<file path="src/rtl/subtractor_serial_if.sv">
// rtl/subtractor_serial_if.sv - operand/result handshake bundle for subtractor_serial
interface subtractor_serial_if #(
   parameter int WIDTH = 32
);
   logic             i_valid;
   logic             o_ready;
   logic [WIDTH-1:0] i_A;
   logic [WIDTH-1:0] i_B;
   logic             o_valid;
   logic             i_ready;
   logic [WIDTH-1:0] o_D;
   logic             o_Bout;

   modport slave (
      input  i_valid, i_A, i_B, i_ready,
      output o_ready, o_valid, o_D, o_Bout
   );

   modport master (
      output i_valid, i_A, i_B, i_ready,
      input  o_ready, o_valid, o_D, o_Bout
   );
endinterface

</file>
<file path="src/rtl/subtractor_serial.sv">
// rtl/subtractor_serial.sv - digit-serial subtractor, D = A - B with borrow-out
// Processes DIGIT bits per cycle LSB first; operands shift right, result shifts in from the top.
module subtractor_serial #(
   parameter int WIDTH = 32,
   parameter int DIGIT = 4
) (
   input  logic                i_clk,
   input  logic                i_rst,
   subtractor_serial_if.slave  bus
);
   localparam int N  = WIDTH / DIGIT;
   localparam int CW = (N > 1) ? $clog2(N) : 1;

   typedef enum logic [1:0] {IDLE, RUN, DONE} state_t;

   state_t           state_q, state_d;
   logic [CW-1:0]    cnt_q, cnt_d;
   logic             borrow_q, borrow_d;
   logic [WIDTH-1:0] a_q, a_d;
   logic [WIDTH-1:0] b_q, b_d;
   logic [WIDTH-1:0] res_q, res_d;
   logic [WIDTH-1:0] d_q, d_d;
   logic             bout_q, bout_d;
   logic [DIGIT:0]   digit;
   logic             last;

   always_ff @(posedge i_clk) begin
      if (i_rst) begin
         state_q  <= IDLE;
         cnt_q    <= '0;
         borrow_q <= 1'b0;
         a_q      <= '0;
         b_q      <= '0;
         res_q    <= '0;
         d_q      <= '0;
         bout_q   <= 1'b0;
      end else begin
         state_q  <= state_d;
         cnt_q    <= cnt_d;
         borrow_q <= borrow_d;
         a_q      <= a_d;
         b_q      <= b_d;
         res_q    <= res_d;
         d_q      <= d_d;
         bout_q   <= bout_d;
      end
   end

   always_comb begin
      state_d = state_q;
      case (state_q)
         IDLE:    if (bus.i_valid) state_d = RUN;
         RUN:     if (last)        state_d = DONE;
         DONE:    if (bus.i_ready) state_d = IDLE;
         default: state_d = IDLE;
      endcase
   end

   // Current digit always sits in the low DIGIT bits of the shifting operand registers.
   always_comb begin
      digit    = {1'b0, a_q[DIGIT-1:0]} - {1'b0, b_q[DIGIT-1:0]} - {{DIGIT{1'b0}}, borrow_q};
      last     = (cnt_q == CW'(N - 1));
      cnt_d    = cnt_q;
      borrow_d = borrow_q;
      a_d      = a_q;
      b_d      = b_q;
      res_d    = res_q;
      d_d      = d_q;
      bout_d   = bout_q;
      case (state_q)
         IDLE: begin
            if (bus.i_valid) begin
               a_d      = bus.i_A;
               b_d      = bus.i_B;
               borrow_d = 1'b0;
               cnt_d    = '0;
            end
         end
         RUN: begin
            a_d      = a_q >> DIGIT;
            b_d      = b_q >> DIGIT;
            res_d    = {digit[DIGIT-1:0], res_q[WIDTH-1:DIGIT]};
            borrow_d = digit[DIGIT];
            cnt_d    = last ? '0 : cnt_q + CW'(1);
            if (last) begin
               d_d    = res_d;
               bout_d = digit[DIGIT];
            end
         end
         default: ;
      endcase
   end

   always_comb begin
      bus.o_ready = (state_q == IDLE);
      bus.o_valid = (state_q == DONE);
      bus.o_D     = d_q;
      bus.o_Bout  = bout_q;
   end
endmodule

</file>
<file path="src/flat_wrapper.sv">
// flat-port wrapper written by rule: the top's interface ports become plain ports
module subtractor_serial_flat 
#(
   parameter int WIDTH = 32,
   parameter int DIGIT = 4
)
  (i_clk, i_rst, bus_i_valid, bus_i_A, bus_i_B, bus_i_ready, bus_o_ready, bus_o_valid, bus_o_D, bus_o_Bout);
  subtractor_serial_if #(.WIDTH(WIDTH)) bus_i ();
  input  logic i_clk;
  input  logic i_rst;
  input wire logic [$bits(bus_i.i_valid)-1:0] bus_i_valid;
  input wire logic [$bits(bus_i.i_A)-1:0] bus_i_A;
  input wire logic [$bits(bus_i.i_B)-1:0] bus_i_B;
  input wire logic [$bits(bus_i.i_ready)-1:0] bus_i_ready;
  output wire logic [$bits(bus_i.o_ready)-1:0] bus_o_ready;
  output wire logic [$bits(bus_i.o_valid)-1:0] bus_o_valid;
  output wire logic [$bits(bus_i.o_D)-1:0] bus_o_D;
  output wire logic [$bits(bus_i.o_Bout)-1:0] bus_o_Bout;
  assign bus_i.i_valid = bus_i_valid;
  assign bus_i.i_A = bus_i_A;
  assign bus_i.i_B = bus_i_B;
  assign bus_i.i_ready = bus_i_ready;
  assign bus_o_ready = bus_i.o_ready;
  assign bus_o_valid = bus_i.o_valid;
  assign bus_o_D = bus_i.o_D;
  assign bus_o_Bout = bus_i.o_Bout;
  subtractor_serial #(.WIDTH(WIDTH), .DIGIT(DIGIT)) u_core (.i_clk(i_clk), .i_rst(i_rst), .bus(bus_i));
endmodule
</file>
<file path="config.mk">
export PLATFORM = sky130hd
export DESIGN_NAME = subtractor_serial_flat
export DESIGN_NICKNAME = d
export VERILOG_FILES = /design/src/rtl/subtractor_serial_if.sv /design/src/rtl/subtractor_serial.sv /design/src/flat_wrapper.sv
export SDC_FILE = /design/constraint.sdc
export NUM_CORES = 1
export LEC_CHECK = 0
export CAP_MARGIN = 20
export CORE_ASPECT_RATIO = 0.7
export CORE_MARGIN = 5
export CORE_UTILIZATION = 50
export CTS_BUF_LIST = sky130_fd_sc_hd__clkbuf_8
export CTS_CLUSTER_DIAMETER = 50
export DETAILED_ROUTE_END_ITERATION = 10
export HOLD_SLACK_MARGIN = 0.15
export PLACE_DENSITY = 0.87
export SLEW_MARGIN = 10
export SYNTH_ARGS = -nofsm -noshare
export SYNTH_HDL_FRONTEND = slang
export SYNTH_SLANG_ARGS = --single-unit
</file>
<file path="constraint.sdc">
create_clock -name i_clk -period 2.3 [get_ports i_clk]
set_clock_uncertainty 0.15 [all_clocks]
set_input_delay 0.575 -clock i_clk [delete_from_list [all_inputs] [get_ports i_clk]]
set_output_delay 0.575 -clock i_clk [all_outputs]
set_load 0.005 [all_outputs]
</file>
==> reports/results.md, run 1 <==
* layout cell share with drive strength beyond 1: 6.99%
* Layout Nets: 880
* Skew-Pair Late Insertion Delay: 0.43 ns
* die area: 0.0136 mm²
* post-detailed-route DRC marker count: 0
* total of buffers placed on input and output ports: 102
* detailed-route wire length: 13600 µm
* smallest hold slack: 0.302 ns
* Yosys cell types: 29
* cell-by-cell listing of the critical path: nor2b_4 -> clkdlybuf4s50_1
* initial drt markers: 453
* number of enable flip-flop cells after synthesis: 0
* share of power burned in the clock network: 41.3%
* maximum clock frequency: 453 MHz
* internal power consumption: 4.20 mW
* number of nets still failing antenna checks after routing: 0
* post-DR vias/cell: 5.18
* Hold Vio Cnt, Final: 0
* final critical-path share of the clock period: 96.0%
* via total after detailed routing: 5018
* total routing resource utilization after global routing: 20.2%
* number of synthesized register bits: 131
* cell area power density: 773 mW/mm²
* unrepaired setup endpoints after global routing: no
* sequential share of power: 44.2%
* reported max-cap violation count: 0
* diode insertion count for antenna repair: 0
* average instance area after synthesis: 7.77 µm²
* run status: complete, no violations
* DR WL/cell: 14.0 µm
* number of cells traversed by the worst hold path: 2
* pin count of the biggest net entering global routing: 69
* hold endpoint: u_core.bus.o_D[22]
* global routing usage on met1: 28.5%
* maximum fanout count along the critical path: 4
* Synth Net Count: 806
* area post-placement: 0.00674 mm²
* CTS Buf Count: 17
* die width: 137 µm
* commonest non-fill, non-tap cells in the layout: sky130_fd_sc_hd__nor2_1 (183), sky130_fd_sc_hd__dfxtp_1 (129), sky130_fd_sc_hd__nand2_1 (109), sky130_fd_sc_hd__clkdlybuf4s50_1 (99), sky130_fd_sc_hd__a21oi_1 (65)
* hold path startpoint: u_core.bus.o_D[22]
* cell with the largest stage delay on the worst path: sky130_fd_sc_hd__clkdlybuf4s50_1
* Post-DP HPWL: 8760 µm
* Syn. warnings: 0
* clock root buffer master: sky130_fd_sc_hd__clkbuf_8
* maximum count of clock buffers along a single path: 2
* leakage power figure: 2.82 nW
* most common cell after layout, fill and taps aside: sky130_fd_sc_hd__nor2_1
* Async SR Flop Fraction: 0%
* final design instance area without fill: 0.00722 mm²
* fin. max-slew vios: 0
* global-route wire length before repair: 22400 µm
* slew at the pin with the worst max-slew slack: 0.717 ns
* kind of start point of the critical path: register
* TritonCTS clock tree: built
* clock-pin transition on the worst setup and hold timing paths: 0.07 ns
* worst vdd rail ir drop: 0.389 mV
* combinational cell fraction of total power: 14.5%
* met2 Track Usage GR: 30.4%
* sw frac: 24.9%
* Sink Count: 131
* Setup TNS Final: 0 ns
* normalized max-slew margin: 52.2%
* Setup Crit Path Kind: register to primary output
* Placement Rows: 32
* class of the tightest hold or removal check: register to register
* count of TritonRoute iterations in the first routing pass: 5
* Synth Instances: 728
* Main synth FF type: sky130_fd_sc_hd__dfxtp_1
* Data arrival, critical path: 1.48 ns
* cell area after technology mapping: 0.00566 mm²
* total setup violations reported at the end of the flow: 0
* cell count of the worst reg-to-reg path: 7
* reg-to-reg startpoint: u_core.b_q[0]
* Switch Pwr: 1.39 mW
* minimum period implied by the final worst setup slack: 2.21 ns
* final estimated routing congestion in global placement: 0.785
* WP data required: 1.57 ns
* Global Route met3 Usage: 5.87%
* antenna violations before repair: 0
* CTS HTree Levels: 4
* area growth from synthesis to layout: 27.6%
* total core area: 0.0111 mm²
* Vert. Die Dim: 99 µm
* initial core utilization: 51.2%
* sequential fraction of the synthesis area: 46.4%
* fill cell count: 922
* global routing's busiest layer: met2
* Overflow after GRT: 0
* reg2reg end: u_core.borrow_q
* CP max stage delay: 0.51 ns
* I/O pins: 103
* sort of element at the end of the critical path: primary output
* worst reg2reg setup slack: 0.18 ns
* number of global-route vias before repair: 4687
* buffer count from post-CTS setup fixing: 0
-- stage by stage --
step / cells / power (mW) / setup slack (ns) / util, %
CTS: 968 / 5.61 / 0.0129 / 65.3
detailed placement: 936 / 3.31 / 0.122 / 61.0
floorplan: 728 / 3.07 / 0.236 / -
global placement: 936 / 3.30 / 0.194 / 61.0
global route: 968 / 5.84 / 0.0171 / 65.4
finish: 968 / 5.58 / 0.0921 / 65.4
-- repair_timing --
item                                    in CTS  in global routing
hold buffers                                 0                  0
endpoints found under the setup margin       1                  4
resized for setup                            1                  3
cloned                                       0                  0
-- worst max path at each step --
stage	depth (start not counted)	to	slack, ns	from
2_1_floorplan	7	u_core.borrow_q	0.24	u_core.b_q[0]
3_3_place_gp	7	u_core.borrow_q	0.19	u_core.b_q[0]
3_5_place_dp	7	u_core.borrow_q	0.12	u_core.b_q[0]
4_1_cts	2	bus_o_valid	0.01	u_core.state_q[1]
5_1_grt	2	bus_o_valid	0.02	u_core.state_q[1]
6_report	2	bus_o_valid	0.09	u_core.state_q[1]
-- registers in the layout, summed over array words and instances, names as in the netlist --
name and flops:
u_core.bus.o_Bout 1, u_core.b_q 32, u_core.bus.o_D 32, u_core.cnt_q 3, u_core.borrow_q 1, u_core.state_q 2, u_core.a_q 32, u_core.res_q 28
-- cells by family after synthesis --
kind of cell / Yosys count / synth area share, %
xor gates and xnor gates: 4 / 0.619
adders and majority gates: 10 / 2.48
buffers and inverters: 73 / 6.32
and+or+nand+nor: 366 / 26.6
DFF: 131 / 46.4
AOI/OAI and AO/OA: 144 / 17.7
-- critical path, delay by kind of cell, from the launching register on --
family / cells / cell delay, ns
DFF: 1 / 0.38
and+or+nand+nor: 1 / 0.18
buffers and inverters: 1 / 0.51
-- layer usage --
metal	part of all wire (%)	routed length, µm
met5	0	0
met4	0.67	91
met3	6.0	822
met2	45	6050
met1	49	6620
-- cells in the mapped netlist, types with 2 or more instances --
library cell	number	area [µm²]
sky130_fd_sc_hd__ha_1	8	100
sky130_fd_sc_hd__o21ai_0	2	10.0
sky130_fd_sc_hd__fa_1	2	40.0
sky130_fd_sc_hd__clkbuf_1	31	116
sky130_fd_sc_hd__a2bb2oi_1	63	552
sky130_fd_sc_hd__nand3b_1	3	22.5
sky130_fd_sc_hd__nand2_1	109	409
sky130_fd_sc_hd__a211oi_1	8	60.1
sky130_fd_sc_hd__a21oi_1	65	325
sky130_fd_sc_hd__dfxtp_1	131	2620
sky130_fd_sc_hd__a22oi_1	2	15.0
sky130_fd_sc_hd__nor2b_1	9	56.3
sky130_fd_sc_hd__nand2b_1	4	25.0
sky130_fd_sc_hd__nor2_1	183	687
sky130_fd_sc_hd__xnor2_1	4	35.0
sky130_fd_sc_hd__buf_4	8	60.1
sky130_fd_sc_hd__buf_2	13	65.1
sky130_fd_sc_hd__buf_6	5	56.3
sky130_fd_sc_hd__inv_1	9	33.8
sky130_fd_sc_hd__buf_1	7	26.3
sky130_fd_sc_hd__nor3_1	54	270
-- final cells by class --
type,count,area (µm²),area share (%)
Tap cell,153,191,2.65
Clock inverter,15,239,3.31
Sequential cell,131,2630,36.3
Multi-Input combinational cell,524,2690,37.3
Clock buffer,17,234,3.24
Timing Repair Buffer,119,1210,16.7
Inverter,9,33.8,0.468
-- power groups by stage --
stage | clock network, mW | registers (mW) | logic [mW]
finish | 2.31 | 2.47 | 0.809
global route | 2.46 | 2.48 | 0.906
CTS | 2.34 | 2.47 | 0.807
detailed placement | 0 | 2.52 | 0.799
global placement | 0 | 2.51 | 0.786
floorplan | 0 | 2.50 | 0.569
Power figures use the tool's default switching activity.
==> inputs of run 2 (changes only) <==
--- a/config.mk
+++ b/config.mk
@@ -7,7 +7,7 @@
 export LEC_CHECK = 0
 export CAP_MARGIN = 20
 export CORE_ASPECT_RATIO = 0.7
-export CORE_MARGIN = 5
+export CORE_MARGIN = 2
 export CORE_UTILIZATION = 50
 export CTS_BUF_LIST = sky130_fd_sc_hd__clkbuf_8
 export CTS_CLUSTER_DIAMETER = 50
==> reports/results.md, run 2 (synthesized netlist as in run 1, its figures left out) <==
* share of power burned in the clock network: 34.3%, -7.0 points
* Post-DP HPWL: 8530 µm, -2.7%
* Layout Nets: 879, -0.11%
* total core area: 0.0110 mm², -0.36%
* minimum period implied by the final worst setup slack: 2.23 ns, +0.0183 ns
* Data arrival, critical path: 1.50 ns, +0.02 ns
* antenna violations before repair: 0, unchanged
* CTS Buf Count: 17, unchanged
* Setup TNS Final: 0 ns, unchanged
* sort of element at the end of the critical path: primary output
* number of nets still failing antenna checks after routing: 0, unchanged
* pin count of the biggest net entering global routing: 69, unchanged
* initial core utilization: 51.4%, +0.19 points
* area growth from synthesis to layout: 24.8%
* final critical-path share of the clock period: 96.8%, +0.79 points
* slew at the pin with the worst max-slew slack: 0.722 ns, +0.00563 ns
* Switch Pwr: 1.33 mW, -4.4%
* kind of start point of the critical path: register
* final estimated routing congestion in global placement: 0.802, +2.1%
* I/O pins: 103, unchanged
* run status: complete, no violations
* cell area power density: 705 mW/mm², -8.9%
* class of the tightest hold or removal check: register to register
* dpl cells: 935, -0.11%
* TritonCTS clock tree: built
* commonest non-fill, non-tap cells in the layout: sky130_fd_sc_hd__nor2_1 (183), sky130_fd_sc_hd__dfxtp_1 (129), sky130_fd_sc_hd__nand2_1 (109), sky130_fd_sc_hd__clkdlybuf4s50_1 (100), sky130_fd_sc_hd__a21oi_1 (65)
* cell with the largest stage delay on the worst path: sky130_fd_sc_hd__clkdlybuf4s50_1
* clock root buffer master: sky130_fd_sc_hd__clkbuf_8
* total of buffers placed on input and output ports: 102, unchanged
* die width: 131 µm, -4.4%
* area of the multi-input gates: 0.00269 mm², -0.19%
* cell-by-cell listing of the critical path: nor2b_2 -> clkdlybuf4s50_1
* post-DR vias/cell: 5.28, +1.9%
* kind of cell adding the most delay to the critical path: buffers and inverters
* buffers and inverters on the worst path: 1, unchanged
* diode insertion count for antenna repair: 0, unchanged
* most common cell after layout, fill and taps aside: sky130_fd_sc_hd__nor2_1
* sw frac: 26.7%, +1.8 points
* Placement Rows: 32, unchanged
* smallest hold slack: 0.303 ns, +0.00105 ns
* worst vdd rail ir drop: 0.395 mV, +1.5%
* maximum count of clock buffers along a single path: 2, unchanged
* total setup violations reported at the end of the flow: 0, unchanged
* total routing resource utilization after global routing: 22.2%, +1.9 points
* maximum fanout count along the critical path: 4, unchanged
* layout cell share with drive strength beyond 1: 6.77%, -0.22 points
* number of global-route vias before repair: 4660, -0.58%
* CP max stage delay: 0.51 ns, about the same
* initial drt markers: 436, -3.8%
* Sink Count: 131, unchanged
* global-route wire length before repair: 22200 µm, -1.1%
* Skew-Pair Late Insertion Delay: 0.43 ns, about the same
* count of TritonRoute iterations in the first routing pass: 5, unchanged
* post-detailed-route DRC marker count: 0, unchanged
* leakage power figure: 2.74 nW, -2.9%
* footprint of the flip-flops and latches: 0.00263 mm², unchanged
* via total after detailed routing: 5097, +1.6%
* fill cell count: 977, +6.0%
* sequential share of power: 49.6%, +5.4 points
* unrepaired setup endpoints after global routing: no
* maximum clock frequency: 449 MHz, -0.82%
* CTS HTree Levels: 4, unchanged
* Hold Vio Cnt, Final: 0, unchanged
* Final Power: 4.98 mW, -11%
* fin. max-slew vios: 0, unchanged
* normalized max-slew margin: 51.8%, -0.38 points
* final std cells w/o fill: 965, -0.31%
* combinational cell fraction of total power: 16.1%, +1.6 points
* # hold bufs at CTS: 0, unchanged
* Vert. Die Dim: 93 µm, -6.1%
* internal power consumption: 3.65 mW, -13%
* Overflow after GRT: 0, unchanged
* Setup Crit Path Kind: register to primary output
* die area: 0.0122 mm², -10%
* reported max-cap violation count: 0, unchanged
* DR WL/cell: 13.6 µm, -3.4%
* detailed-route wire length: 13100 µm, -3.7%
* clock-pin transition on the worst setup and hold timing paths: 0.07 ns, about the same
* WP data required: 1.57 ns, about the same
## run 2: cell types whose count changed in the layout (fill, tap and decap cells not counted), moves of 2 or more
cell and change:
sky130_fd_sc_hd__bufinv_16 -5, sky130_fd_sc_hd__clkinv_2 +4, sky130_fd_sc_hd__clkinv_4 -2, sky130_fd_sc_hd__clkinvlp_4 +2
## run 2: worst min-delay path: stages (launching register included)
cell and delay, ns:
sky130_fd_sc_hd__dfxtp_1 0.31, sky130_fd_sc_hd__nand2_1 0.05, sky130_fd_sc_hd__a21oi_1 0.05
## run 2: repair_timing
item,in CTS,in global routing
gates cloned,0,0
pin swaps,0,1
hold endpoints to repair,0,0
gates resized for setup,1,1
endpoints found under the setup margin,1,2
setup buffers,0,0
## run 2: cell type report
type / instances / area share, %
Tap cell: 153 / 2.71
Sequential cell: 131 / 37.2
Timing Repair Buffer: 118 / 16.8
Inverter: 9 / 0.478
Clock buffer: 18 / 3.51
Multi-Input combinational cell: 524 / 38.1
Clock inverter: 12 / 1.33
## run 2: path summary, 6_finish.rpt
check / start / end / slack (ns) / cells after the start
worst max-delay path: u_core.state_q[1] / bus_o_valid / 0.07 / 2
worst min-delay path: u_core.res_q[4] / u_core.bus.o_D[0] / 0.30 / 2
worst max register to register: u_core.b_q[0] / u_core.borrow_q / 0.13 / 7
worst min register to register: u_core.res_q[4] / u_core.bus.o_D[0] / 0.30 / 2
## run 2: through the flow
| step | utilization (%) | area (µm²) | setup WS, ns |
|---|---|---|---|
| final | 64.1 | 7060 | 0.0738 |
| after global routing | 64.1 | 7060 | 0.00835 |
| after CTS | 64.1 | 7060 | 0.0412 |
| after global placement | 61.0 | 6720 | 0.186 |
| after detailed placement | 61.0 | 6720 | 0.0885 |
| after floorplan | - | 5660 | 0.236 |
## run 2: power groups by stage
stage | clock [mW] | sequential, mW | combinational (mW)
floorplan | 0 | 2.50 | 0.569
global placement | 0 | 2.51 | 0.779
detailed placement | 0 | 2.52 | 0.794
CTS | 1.74 | 2.47 | 0.801
global route | 1.85 | 2.48 | 0.893
finish | 1.71 | 2.47 | 0.802
## run 2: per-layer routing
layer	routed length (µm)	GRT usage, %	share of wire, %	up-vias
met3	830	7.48	6.3	20
met1	6230	30.1	48	2369
met4	210	7.43	1.6	0
met5	0	0	0	-
met2	5820	33.3	44	135
li1	-	-	-	2573
